[src/rtl/hilo_md_ctrl.sv]
// HI/LO sequencer: bit-serial MULT/MULTU/DIV/DIVU, single-cycle MTHI/MTLO,
// and pipeline stall while a multi-cycle op is in flight.
`timescale 1ns/1ps
module hilo_md_ctrl #(
    parameter int unsigned DATA_W = 32
) (
    input  logic              clk,
    input  logic              rst_n,
    input  logic              op_valid,
    input  logic [2:0]        op,
    input  logic [DATA_W-1:0] rs_data,
    input  logic [DATA_W-1:0] rt_data,
    input  logic              mf_req,
    input  logic              cancel,
    input  logic [DATA_W-1:0] rd_hi,
    input  logic [DATA_W-1:0] rd_lo,
    output logic [DATA_W-1:0] wr_hi,
    output logic [DATA_W-1:0] wr_lo,
    output logic              busy,
    output logic              stall,
    output logic              done
);

    localparam int unsigned CNT_W = $clog2(DATA_W + 1);

    localparam logic [2:0] OP_MULT  = 3'd1;
    localparam logic [2:0] OP_MULTU = 3'd2;
    localparam logic [2:0] OP_DIV   = 3'd3;
    localparam logic [2:0] OP_DIVU  = 3'd4;
    localparam logic [2:0] OP_MTHI  = 3'd5;
    localparam logic [2:0] OP_MTLO  = 3'd6;

    typedef enum logic [1:0] {StIdle, StMul, StDiv, StDone} state_e;

    state_e                state_q;
    logic [2*DATA_W-1:0]   acc_q;
    logic [DATA_W-1:0]     opnd_q;
    logic [CNT_W-1:0]      cnt_q;
    logic                  neg_res_q;
    logic                  neg_rem_q;
    logic                  div0_q;
    logic                  is_div_q;
    logic                  busy_q;
    logic                  done_q;

    // Operand conditioning at the accept edge
    logic                  op_signed;
    logic                  rs_neg;
    logic                  rt_neg;
    logic [DATA_W-1:0]     rs_mag;
    logic [DATA_W-1:0]     rt_mag;
    logic                  is_mul_op;
    logic                  is_div_op;

    assign op_signed = (op == OP_MULT) || (op == OP_DIV);
    assign rs_neg    = op_signed & rs_data[DATA_W-1];
    assign rt_neg    = op_signed & rt_data[DATA_W-1];
    assign rs_mag    = rs_neg ? (~rs_data + 1'b1) : rs_data;
    assign rt_mag    = rt_neg ? (~rt_data + 1'b1) : rt_data;
    assign is_mul_op = (op == OP_MULT) || (op == OP_MULTU);
    assign is_div_op = (op == OP_DIV) || (op == OP_DIVU);

    // Shift-add step: acc = {partial product, remaining multiplier bits}
    logic [DATA_W:0]       mul_sum;
    logic [2*DATA_W-1:0]   mul_next;

    assign mul_sum  = {1'b0, acc_q[2*DATA_W-1:DATA_W]}
                    + (acc_q[0] ? {1'b0, opnd_q} : {(DATA_W+1){1'b0}});
    assign mul_next = {mul_sum, acc_q[DATA_W-1:1]};

    // Restoring step: acc = {remainder, dividend bits / quotient bits}
    logic [DATA_W:0]       div_shift;
    logic [DATA_W+1:0]     div_diff;
    logic                  div_ok;
    logic [2*DATA_W-1:0]   div_next;

    assign div_shift = {acc_q[2*DATA_W-1:DATA_W], acc_q[DATA_W-1]};
    assign div_diff  = {1'b0, div_shift} - {2'b00, opnd_q};
    assign div_ok    = ~div_diff[DATA_W+1];
    assign div_next  = {div_ok ? div_diff[DATA_W-1:0] : div_shift[DATA_W-1:0],
                        acc_q[DATA_W-2:0], div_ok};

    always_ff @(posedge clk or negedge rst_n) begin
        if (!rst_n) begin
            state_q   <= StIdle;
            acc_q     <= '0;
            opnd_q    <= '0;
            cnt_q     <= '0;
            neg_res_q <= 1'b0;
            neg_rem_q <= 1'b0;
            div0_q    <= 1'b0;
            is_div_q  <= 1'b0;
            busy_q    <= 1'b0;
            done_q    <= 1'b0;
        end else if (cancel) begin
            state_q <= StIdle;
            cnt_q   <= '0;
            busy_q  <= 1'b0;
            done_q  <= 1'b0;
        end else begin
            unique case (state_q)
                StIdle: begin
                    if (op_valid && is_mul_op) begin
                        state_q   <= StMul;
                        acc_q     <= {{DATA_W{1'b0}}, rt_mag};
                        opnd_q    <= rs_mag;
                        neg_res_q <= rs_neg ^ rt_neg;
                        neg_rem_q <= 1'b0;
                        div0_q    <= 1'b0;
                        is_div_q  <= 1'b0;
                        cnt_q     <= '0;
                        busy_q    <= 1'b1;
                    end else if (op_valid && is_div_op) begin
                        state_q   <= StDiv;
                        acc_q     <= {{DATA_W{1'b0}}, rs_mag};
                        opnd_q    <= rt_mag;
                        neg_res_q <= rs_neg ^ rt_neg;
                        neg_rem_q <= rs_neg;
                        div0_q    <= (rt_data == '0);
                        is_div_q  <= 1'b1;
                        cnt_q     <= '0;
                        busy_q    <= 1'b1;
                    end
                end
                StMul: begin
                    acc_q <= mul_next;
                    cnt_q <= cnt_q + CNT_W'(1);
                    if (cnt_q == CNT_W'(DATA_W - 1)) begin
                        state_q <= StDone;
                        done_q  <= 1'b1;
                    end
                end
                StDiv: begin
                    acc_q <= div_next;
                    cnt_q <= cnt_q + CNT_W'(1);
                    if (cnt_q == CNT_W'(DATA_W - 1)) begin
                        state_q <= StDone;
                        done_q  <= 1'b1;
                    end
                end
                StDone: begin
                    state_q <= StIdle;
                    cnt_q   <= '0;
                    busy_q  <= 1'b0;
                    done_q  <= 1'b0;
                end
                default: state_q <= StIdle;
            endcase
        end
    end

    // Sign fix-up of the magnitude result, applied while presenting it in DONE
    logic [2*DATA_W-1:0]   mul_prod;
    logic [DATA_W-1:0]     quo_fix;
    logic [DATA_W-1:0]     rem_fix;

    assign mul_prod = neg_res_q ? (~acc_q + 1'b1) : acc_q;
    assign quo_fix  = div0_q ? {DATA_W{1'b1}}
                    : (neg_res_q ? (~acc_q[DATA_W-1:0] + 1'b1) : acc_q[DATA_W-1:0]);
    assign rem_fix  = neg_rem_q ? (~acc_q[2*DATA_W-1:DATA_W] + 1'b1)
                                : acc_q[2*DATA_W-1:DATA_W];

    always_comb begin
        wr_hi = rd_hi;
        wr_lo = rd_lo;
        if (!cancel) begin
            if (state_q == StIdle && op_valid) begin
                if (op == OP_MTHI) wr_hi = rs_data;
                if (op == OP_MTLO) wr_lo = rs_data;
            end else if (state_q == StDone) begin
                if (is_div_q) begin
                    wr_hi = rem_fix;
                    wr_lo = quo_fix;
                end else begin
                    wr_hi = mul_prod[2*DATA_W-1:DATA_W];
                    wr_lo = mul_prod[DATA_W-1:0];
                end
            end
        end
    end

    assign busy  = busy_q;
    assign done  = done_q;
    assign stall = busy_q & (op_valid | mf_req);

endmodule

[config.mk]
export PLATFORM = sky130hd
export DESIGN_NAME = hilo_md_ctrl
export DESIGN_NICKNAME = d
export VERILOG_FILES = /design/src/rtl/hilo_md_ctrl.sv
export SDC_FILE = /design/constraint.sdc
export NUM_CORES = 1
export LEC_CHECK = 0
export ABC_CLOCK_PERIOD_IN_PS = 4600
export CAP_MARGIN = 20
export CORE_MARGIN = 2
export CORE_UTILIZATION = 35
export CTS_BUF_LIST = sky130_fd_sc_hd__clkbuf_4 sky130_fd_sc_hd__clkbuf_8 sky130_fd_sc_hd__clkbuf_16
export CTS_CLUSTER_SIZE = 28
export DETAILED_ROUTE_END_ITERATION = 8
export PLACE_DENSITY = 0.58
export SLEW_MARGIN = 0
export SYNTH_ARGS = -nofsm -noshare
export SYNTH_HDL_FRONTEND = slang
export SYNTH_SLANG_ARGS = --single-unit
export TNS_END_PERCENT = 20
[constraint.sdc]
create_clock -name clk -period 4.6 [get_ports clk]
set_input_delay 0.92 -clock clk [delete_from_list [all_inputs] [get_ports clk]]
set_output_delay 0.92 -clock clk [all_outputs]
set_load 0.02 [all_outputs]
After elaboration in Yosys (flattened, before gate mapping). Index checks and enable logic that the tools add are counted.

Add/sub/neg operators: 8. Equal/unequal tests: 13. Mux-type cells: 46. Bitwise operators: 12. Reductions and logical operators: 18.

Operators by type and width (number): two-way mux 32 bit (19); two-way mux 64 bit (3); case mux 64 bit (3 select lines) (1); adder 32 x 1 -> 32 bit (second input constant) (4); NOT 32 bit (4); adder 64 x 1 -> 64 bit (second input constant) (1); NOT 64 bit (1); subtractor 33 x 32 -> 34 bit (1); adder 32 x 32 -> 33 bit (1); logical NOT 32 bit (1); two-way mux 6 bit (3); case mux 6 bit (3 select lines) (1); two-way mux 1 bit (12); equality test 3 bit (second input constant) (3); nonzero test 3 bit (3); two-way mux 2 bit (4); adder 6 x 1 -> 6 bit (second input constant) (1); equality test 3 x 2 -> 1 bit (second input constant) (2); equality test 6 x 5 -> 1 bit (second input constant) (1); case mux 2 bit (3 select lines) (1); AND reduction 2 bit (3); AND reduction 3 bit (2); equality test 2 bit (second input constant) (2); != test 4 bit (second input constant) (1); other kinds (14) (22).

Register bits: 110. Input port bits: 136. Output and inout port bits: 67. Word-level logic and storage cells: 107.

Longest topological paths before layout. Gate-level depths: netlist of the first run.

Word-level depth: 8. Gate-level depth with buffers: 14. Gate-level depth less buffers: 13.

Least setup slack after synthesis of the first run. OpenSTA, ideal clock, no wires.

Path type: register to output. Start: register acc_q[0]. End: output wr_hi[24]. Data arrival time: 3.541 ns. Data required time: 3.680 ns. Slack: 0.139 ns. Cell stages (with the launch flop): 13. Buffers on the path: 1. Path through: dfrtp_1 -> inv_1 -> buf_1 -> ha_1 -> or3b_2 -> nor4_1 -> nand4_1 -> or4_4 -> o31ai_4 -> o21ai_0 -> xor2_1 -> nor2_1 -> nor3_1.

Word-level cells in the longest chain between the ends: 7.

RTL lines: from (decl) (line 36) `logic [2*DATA_W-1:0] acc_q;`; from (signal assigned) (line 105) `acc_q <= {{DATA_W{1'b0}}, rt_mag};`; from (signal assigned) (line 115) `acc_q <= {{DATA_W{1'b0}}, rs_mag};`; from (signal assigned) (line 126) `acc_q <= mul_next;`; NOT 64 bit (line 157) `assign mul_prod = neg_res_q ? (~acc_q + 1'b1) : acc_q;`; adder 64 x 1 -> 64 bit (line 157); two-way mux 64 bit (line 157); two-way mux 32 bit (line 171) `if (is_div_q) begin`; two-way mux 32 bit (line 170) `end else if (state_q == StDone) begin`; two-way mux 32 bit (line 167) `if (state_q == StIdle && op_valid) begin`; two-way mux 32 bit (line 166) `if (!cancel) begin`; to (decl) (line 17) `output logic [DATA_W-1:0] wr_hi,`.

No other way between the ends.

Worst setup path after layout of the first run.
Start: register acc_q[0]. End: output wr_hi[16].

The elaborated chain is that of the path after synthesis.

==> results.py, run 1 <==
metrics = {
    "synth": {
        "synth_flop_cell": "dfrtp_1",
        "syn_inst": 2029,
        "seq_area_frac_synth_pct": 19.18,
        "synth-seq-cells": 110,
        "yosysUniqueCellTypes": 85,
        "yosysTopAreaCell": "dfrtp_1",
        "synth_edf_count": 0,
        "yosysWarnings": 0,
        "synth.avg_cell_area_um2": 7.074,
        "syn_area_um2": 14350,
        "async_reset_ff_share_pct": 100.0,
        "synth_common_cells": "nand2_1, o21ai_0, nor2_1, a21oi_1, clkbuf_1",
        "post-synth-top-count-cell": "nand2_1",
        "synth_fp_nets": 2241,
        "synth_area_leaders": "dfrtp_1, o21ai_0, nand2_1",
        "synth_top_area_share_pct": 19.18,
    },
    "finish": {
        "final_cells": 2788,
        "nFillCells": 4203,
        "fin_nets": 2463,
        "area_growth_pct": 25.23,
        "drive_gt1_share_pct": 10.68,
        "antennaDiodeCount": 0,
    },
    "worst_setup_path": {
        "path_class": "flop to primary output",
        "cpMaxStageDelayCell": "or4_4",
        "worstPathRequired_ps": 3680,
        "cp-start-kind": "flop",
        "cp_max_fo": 6,
        "crit_chain": "inv_2 > ha_4 > or3b_4 > nor4_4 > buf_4 > nand4_1 > buf_4 > or4_4 > o31ai_4 > buf_6 > nand2_2 > xnor2_2 > a21oi_1 > o31a_1 > buf_6",
        "critPathMaxStageDelay_ps": 550,
        "rr_worst_depth": 10,
        "cp_data_arrival_time_ps": 3690,
        "worstSetupEndpointType": "primary output",
    },
    "sta": {
        "fin_skew_ps": 16.27,
        "fmax_mhz": 216.8,
        "finalSetupViolations": 1,
        "slew_headroom_pct": 29.44,
        "drv_slew": 0,
        "min_period_ps": 4612,
        "tightest_slew_ps": 1058,
        "setup_tns_ps": -12.41,
        "setup_ws_ps": -12.41,
        "period_share_pct": 100.3,
        "final-hold-violation-count": 0,
        "rsz0062_at_grt": "yes",
    },
    "cts": {
        "cts_max_level": 3,
        "cts_hold_buf": 0,
        "cts_buffer_depth": 2,
        "cts-buffers-inserted": 9,
        "root_buffer": "clkbuf_16",
        "tritoncts": "done",
        "clock_latency_ps": 390,
        "cts.sinks": 110,
        "clk_pin_slew_ps": 80,
    },
    "grt": {
        "grt_max_degree": 111,
        "grt_antenna_before_repair": 1,
        "grt_first_pass_wirelength_um": 97600,
        "grt_pass1_vias": 16021,
        "grt-ovfl-total": 0,
        "track_usage_pct": 30.40,
    },
    "floorplan": {
        "dieArea_um2": 42640,
        "start_util_pct": 35.31,
        "io_pins": 203,
        "core_um2": 40650,
        "die_w_um": 206.5,
        "rows": 74,
        "floorplan.die.height_um": 206.5,
    },
    "routing": {
        "drc": 0,
        "drtPass1Iterations": 8,
        "num_vias": 16622,
        "wl_um": 65290,
        "dr.first_iter.drc_count": 1339,
        "wl_per_cell_um": 23.42,
        "ant_nets": 0,
        "vias_per_cell": 5.962,
    },
    "power": {
        "pwr-share-comb_pct": 70.0,
        "irDropWorstVdd_v": 0.0005100,
        "internal-power_mw": 4.092,
        "seqPwrFrac_pct": 19.4,
        "p_total_mw": 8.714,
        "p_sw_share_pct": 53.04,
        "p_leak_nw": 7.775,
        "pwr-share-clk_pct": 10.6,
        "cellPowerDensity_nw_per_um2": 484.8,
        "power.switching_mw": 4.622,
    },
    "status": {
        "violations": "negative setup slack",
        "outcome": "finished with violations",
    },
    "job": {
        "drv_cap": 0,
    },
    "placed_design": {
        "portBuffers": 202,
        "gp_congestion": 0.9632,
        "dp_hpwl_um": 52100,
        "dp.cells": 2767,
    },
    "min_path": {
        "whs_path_depth": 2,
        "worstHoldPathType": "flop to flop",
    },
}
path summary, 6_finish.rpt:
path | start | endpoint | slack, ps
max | acc_q[0]$_DFFE_PN0P_ | wr_hi[16] | -10
min | opnd_q[7]$_DFFE_PN0P_ | opnd_q[7]$_DFFE_PN0P_ | 480
max reg2reg | acc_q[43]$_DFFE_PN0P_ | acc_q[32]$_DFFE_PN0P_ | 370
min reg2reg | opnd_q[7]$_DFFE_PN0P_ | opnd_q[7]$_DFFE_PN0P_ | 480
max in group asynchronous | rst_n | acc_q[18]$_DFFE_PN0P_ | 3450
min in group asynchronous | rst_n | acc_q[63]$_DFFE_PN0P_ | 550
registers in the layout (all words and copies together), names as in the netlist:
register   count
opnd_q        32
div0_q         1
neg_res_q      1
is_div_q       1
neg_rem_q      1
busy           1
cnt_q          6
acc_q         64
done           1
state_q        2
timing repair:
action,4_1_cts,5_1_grt
setup buffers,0,5
pin swaps,3,9
gates resized for setup,83,42
endpoints found under the setup margin,32,33
routing by layer:
layer / up-vias / global-route usage (%) / routed length [um]
met4: 2 / 13.67 / 3254
met1: 7989 / 39.29 / 27230
li1: 7823 / - / -
met2: 657 / 50.56 / 30940
met3: 151 / 3.816 / 3856
met5: - / 0 / 13
per-stage QoR:
stage	hold WS (ps)	worst slack [ps]	utilization [%]	instance area, um2
after CTS	490.0	-132.3	44.06	17910
final	484.5	-12.41	44.22	17970
after floorplan	449.8	138.8	-	14350
after detailed placement	472.0	-100.3	43.26	17590
after global routing	514.1	-106.9	44.22	17970
after global placement	466.1	-40.31	43.26	17590
cell usage in the layout (no fill, tap or decap), types with 13 or more instances in the layout:
| cell type | count |
|---|---|
| nor3_1 | 38 |
| xnor2_1 | 78 |
| o21ai_0 | 233 |
| dfrtp_1 | 110 |
| mux2i_1 | 51 |
| and3_1 | 15 |
| nor2_1 | 204 |
| xor2_1 | 88 |
| or3_1 | 19 |
| o22ai_1 | 15 |
| ha_1 | 72 |
| nor4_1 | 16 |
| a21o_1 | 37 |
| buf_4 | 151 |
| a31oi_1 | 13 |
| nand3_1 | 37 |
| a22oi_1 | 64 |
| a211oi_1 | 19 |
| nand2_1 | 251 |
| o221ai_1 | 21 |
| o31ai_1 | 26 |
| a21oi_1 | 178 |
| inv_1 | 58 |
| clkdlybuf4s50_1 | 166 |
| o21a_1 | 15 |
| nand2b_1 | 16 |
logic make-up (layout without fill, tap and decap cells):
family                     after synthesis  in the layout  share of synthesized area [%]
and+or+nand+nor                        679            679                          21.88
muxes                                   57             57                          4.028
AOI/OAI and AO/OA                      739            739                          32.44
buffers and inverters                  198            425                          5.370
DFF                                    110            110                          19.18
xor gates and xnor gates               170            170                          10.37
adders and majority gates               76             76                          6.730
power groups by stage:
stage	sequential (mW)	combinational (mW)	clock, mW
2_1_floorplan	1.52	3.88	0
3_3_place_gp	1.68	5.91	0
3_5_place_dp	1.69	5.94	0
4_1_cts	1.67	5.96	0.945
5_1_grt	1.73	6.65	0.975
6_report	1.69	6.10	0.925
critical path: cells and delay by family (launching register included):
family	cells	cell delay (ps)
xor+xnor	1	180
fa+ha+maj	1	130
buf+inv	5	720
simple gates	5	1260
flops	1	400
compound gates	3	590
area by class of cell:
class | count | area (um2) | share of cell area [%]
clock buffer | 9 | 225.2 | 1.253
clock inverter | 7 | 103.9 | 0.5778
inverter | 60 | 225.2 | 1.253
multi-input combinational | 1721 | 10930 | 60.84
sequential | 110 | 2753 | 15.31
tap | 532 | 665.6 | 3.703
timing repair buffer | 349 | 3067 | 17.06
Note: power is estimated with default switching activity, not from simulation.
==> inputs of run 2 (changes only) <==
--- a/config.mk
+++ b/config.mk
@@ -12,7 +12,8 @@
 export CTS_BUF_LIST = sky130_fd_sc_hd__clkbuf_4 sky130_fd_sc_hd__clkbuf_8 sky130_fd_sc_hd__clkbuf_16
 export CTS_CLUSTER_SIZE = 28
 export DETAILED_ROUTE_END_ITERATION = 8
-export PLACE_DENSITY = 0.58
+export DONT_BUFFER_PORTS = 1
+export PLACE_DENSITY = 0.52
 export SLEW_MARGIN = 0
 export SYNTH_ARGS = -nofsm -noshare
 export SYNTH_HDL_FRONTEND = slang
==> results.py, run 2 (same netlist as run 1, synthesis figures left out) <==
metrics = {
    "worst_setup_path": {
        "critical_path_buf_inv_count": 2,
        "crit_chain": "or4_4 > nor4b_4 > nand4_1 > buf_6 > or4_4 > o31ai_4 > buf_4 > nand2_2 > xnor2_2 > a21oi_1 > o31a_1",
        "cp_max_fo": 5,
        "path_class": "flop to primary output",
        "path_delay_family": "simple AND/OR/NAND/NOR gates",
        "cp_data_arrival_time_ps": 3570,
        "cp-start-kind": "flop",
        "worstSetupEndpointType": "primary output",
        "worstPathRequired_ps": 3680,
        "critPathMaxStageDelay_ps": 580,
        "path_common_cell": "or4_4",
        "cpMaxStageDelayCell": "or4_4",
    },
    "sta": {
        "setup_tns_ps": 0,
        "slew_headroom_pct": 35.76,
        "period_share_pct": 97.61,
        "finalSetupViolations": 0,
        "drv_slew": 0,
        "tightest_slew_ps": 963.6,
        "fmax_mhz": 222.7,
        "rsz0062_at_grt": "yes",
        "fin_skew_ps": 18.63,
        "final-hold-violation-count": 0,
        "min_period_ps": 4490,
    },
    "routing": {
        "wl_per_cell_um": 24.85,
        "drc": 0,
        "drtPass1Iterations": 8,
        "num_vias": 15670,
        "vias_per_cell": 6.148,
        "ant_nets": 0,
        "dr.first_iter.drc_count": 1437,
        "wl_um": 63340,
    },
    "power": {
        "irDropWorstVdd_v": 0.0002659,
        "p_leak_nw": 6.718,
        "p_total_mw": 8.067,
        "cellPowerDensity_nw_per_um2": 514.9,
    },
    "finish": {
        "final_cell_mix": "nand2_1, o21ai_0, nor2_1, a21oi_1, buf_4",
        "reg.largest.list": "acc_q: 64 flops, opnd_q: 32 flops, cnt_q: 6 flops",
        "final_core_util_pct": 38.55,
        "final_cells": 2549,
        "final_cell_area_um2": 15670,
        "regMostFlops": "acc_q",
        "area_growth_pct": 9.171,
        "fin_nets": 2224,
        "largest_reg_flops": 64,
        "final_common_cell": "nand2_1",
        "drive_gt1_share_pct": 8.775,
        "antennaDiodeCount": 0,
    },
    "cts": {
        "root_buffer": "clkbuf_16",
        "cts_buffer_depth": 2,
        "clock_latency_ps": 400,
        "cts.sinks": 110,
        "cts-buffers-inserted": 9,
        "cts_max_level": 3,
        "clk_pin_slew_ps": 100,
        "tritoncts": "done",
    },
    "status": {
        "outcome": "complete, no violations",
    },
    "job": {
        "drv_cap": 0,
    },
    "grt": {
        "grt_antenna_before_repair": 2,
        "grt_max_degree": 111,
        "grt_pass1_vias": 14762,
        "track_usage_pct": 29.19,
        "grt-ovfl-total": 0,
        "grt_first_pass_wirelength_um": 93350,
    },
    "placed_design": {
        "dp.cells": 2526,
        "post_dp_cell_area_um2": 15260,
        "portBuffers": 0,
        "gp_congestion": 0.9345,
        "dp_hpwl_um": 49360,
    },
    "floorplan": {
        "dieArea_um2": 42640,
        "floorplan.die.height_um": 206.5,
        "core_um2": 40650,
        "start_util_pct": 35.31,
        "rows": 74,
        "die_w_um": 206.5,
        "io_pins": 203,
    },
    "min_path": {
        "worstHoldPathType": "input port to asynchronous set/reset pin",
    },
}
[run 2: cell types whose count changed in the layout (fill, tap and decap cells not counted), moves of 3 or more]
cell / change
buf_2: -6
buf_4: -42
dlymetal6s2s_1: -3
dlygate4sd2_1: -11
clkdlybuf4s50_1: -166
clkbuf_2: -7
[run 2: area by class of cell]
cell class	count	area [um2]
sequential	110	2755
clock buffer	9	225.2
fill	4302	24980
timing repair buffer	110	829.5
multi-input combinational	1721	10890
tap	532	665.6
inverter	60	225.2
clock inverter	7	77.57
[run 2: final timing paths]
kind | startpoint | endpoint | slack [ps] | cells after the start
worst max register to register | acc_q[41]$_DFFE_PN0P_ | acc_q[56]$_DFFE_PN0P_ | 600 | 10
min in group clk | opnd_q[6]$_DFFE_PN0P_ | opnd_q[6]$_DFFE_PN0P_ | 490 | 2
max in group asynchronous | rst_n | acc_q[14]$_DFFE_PN0P_ | 4130 | 0
worst max-delay path | acc_q[22]$_DFFE_PN0P_ | wr_hi[16] | 110 | 11
worst min-delay path | rst_n | acc_q[63]$_DFFE_PN0P_ | 220 | 0
worst min register to register | opnd_q[6]$_DFFE_PN0P_ | opnd_q[6]$_DFFE_PN0P_ | 490 | 2
[run 2: where the power goes]
part	switching, mW	internal [mW]	leakage (nW)
clock network	0.486	0.389	0.149
logic	3.48	1.92	5.15
registers	0.505	1.28	1.42
total	4.47	3.60	6.72
[run 2: repair_timing]
action	4_1_cts	5_1_grt
hold buffers	0	0
gates resized for setup	7	8
setup buffers	6	1
setup endpoints to repair	12	16
pin swaps	3	2
[run 2: metal layers]
| metal | wire (um) | up-vias | track usage [%] |
|---|---|---|---|
| met5 | 20 | - | 0 |
| li1 | - | 7349 | - |
| met1 | 26310 | 7514 | 37.38 |
| met4 | 3243 | 4 | 13.16 |
| met2 | 29330 | 660 | 47.41 |
| met3 | 4427 | 143 | 5.692 |
[run 2: metrics by stage]
step,hold slack [ps],setup WS (ps)
3_3_place_gp,464.5,172.6
3_5_place_dp,470.4,128.0
2_1_floorplan,449.8,138.8
6_report,219.3,109.7
4_1_cts,194.8,11.29
5_1_grt,204.0,-53.55
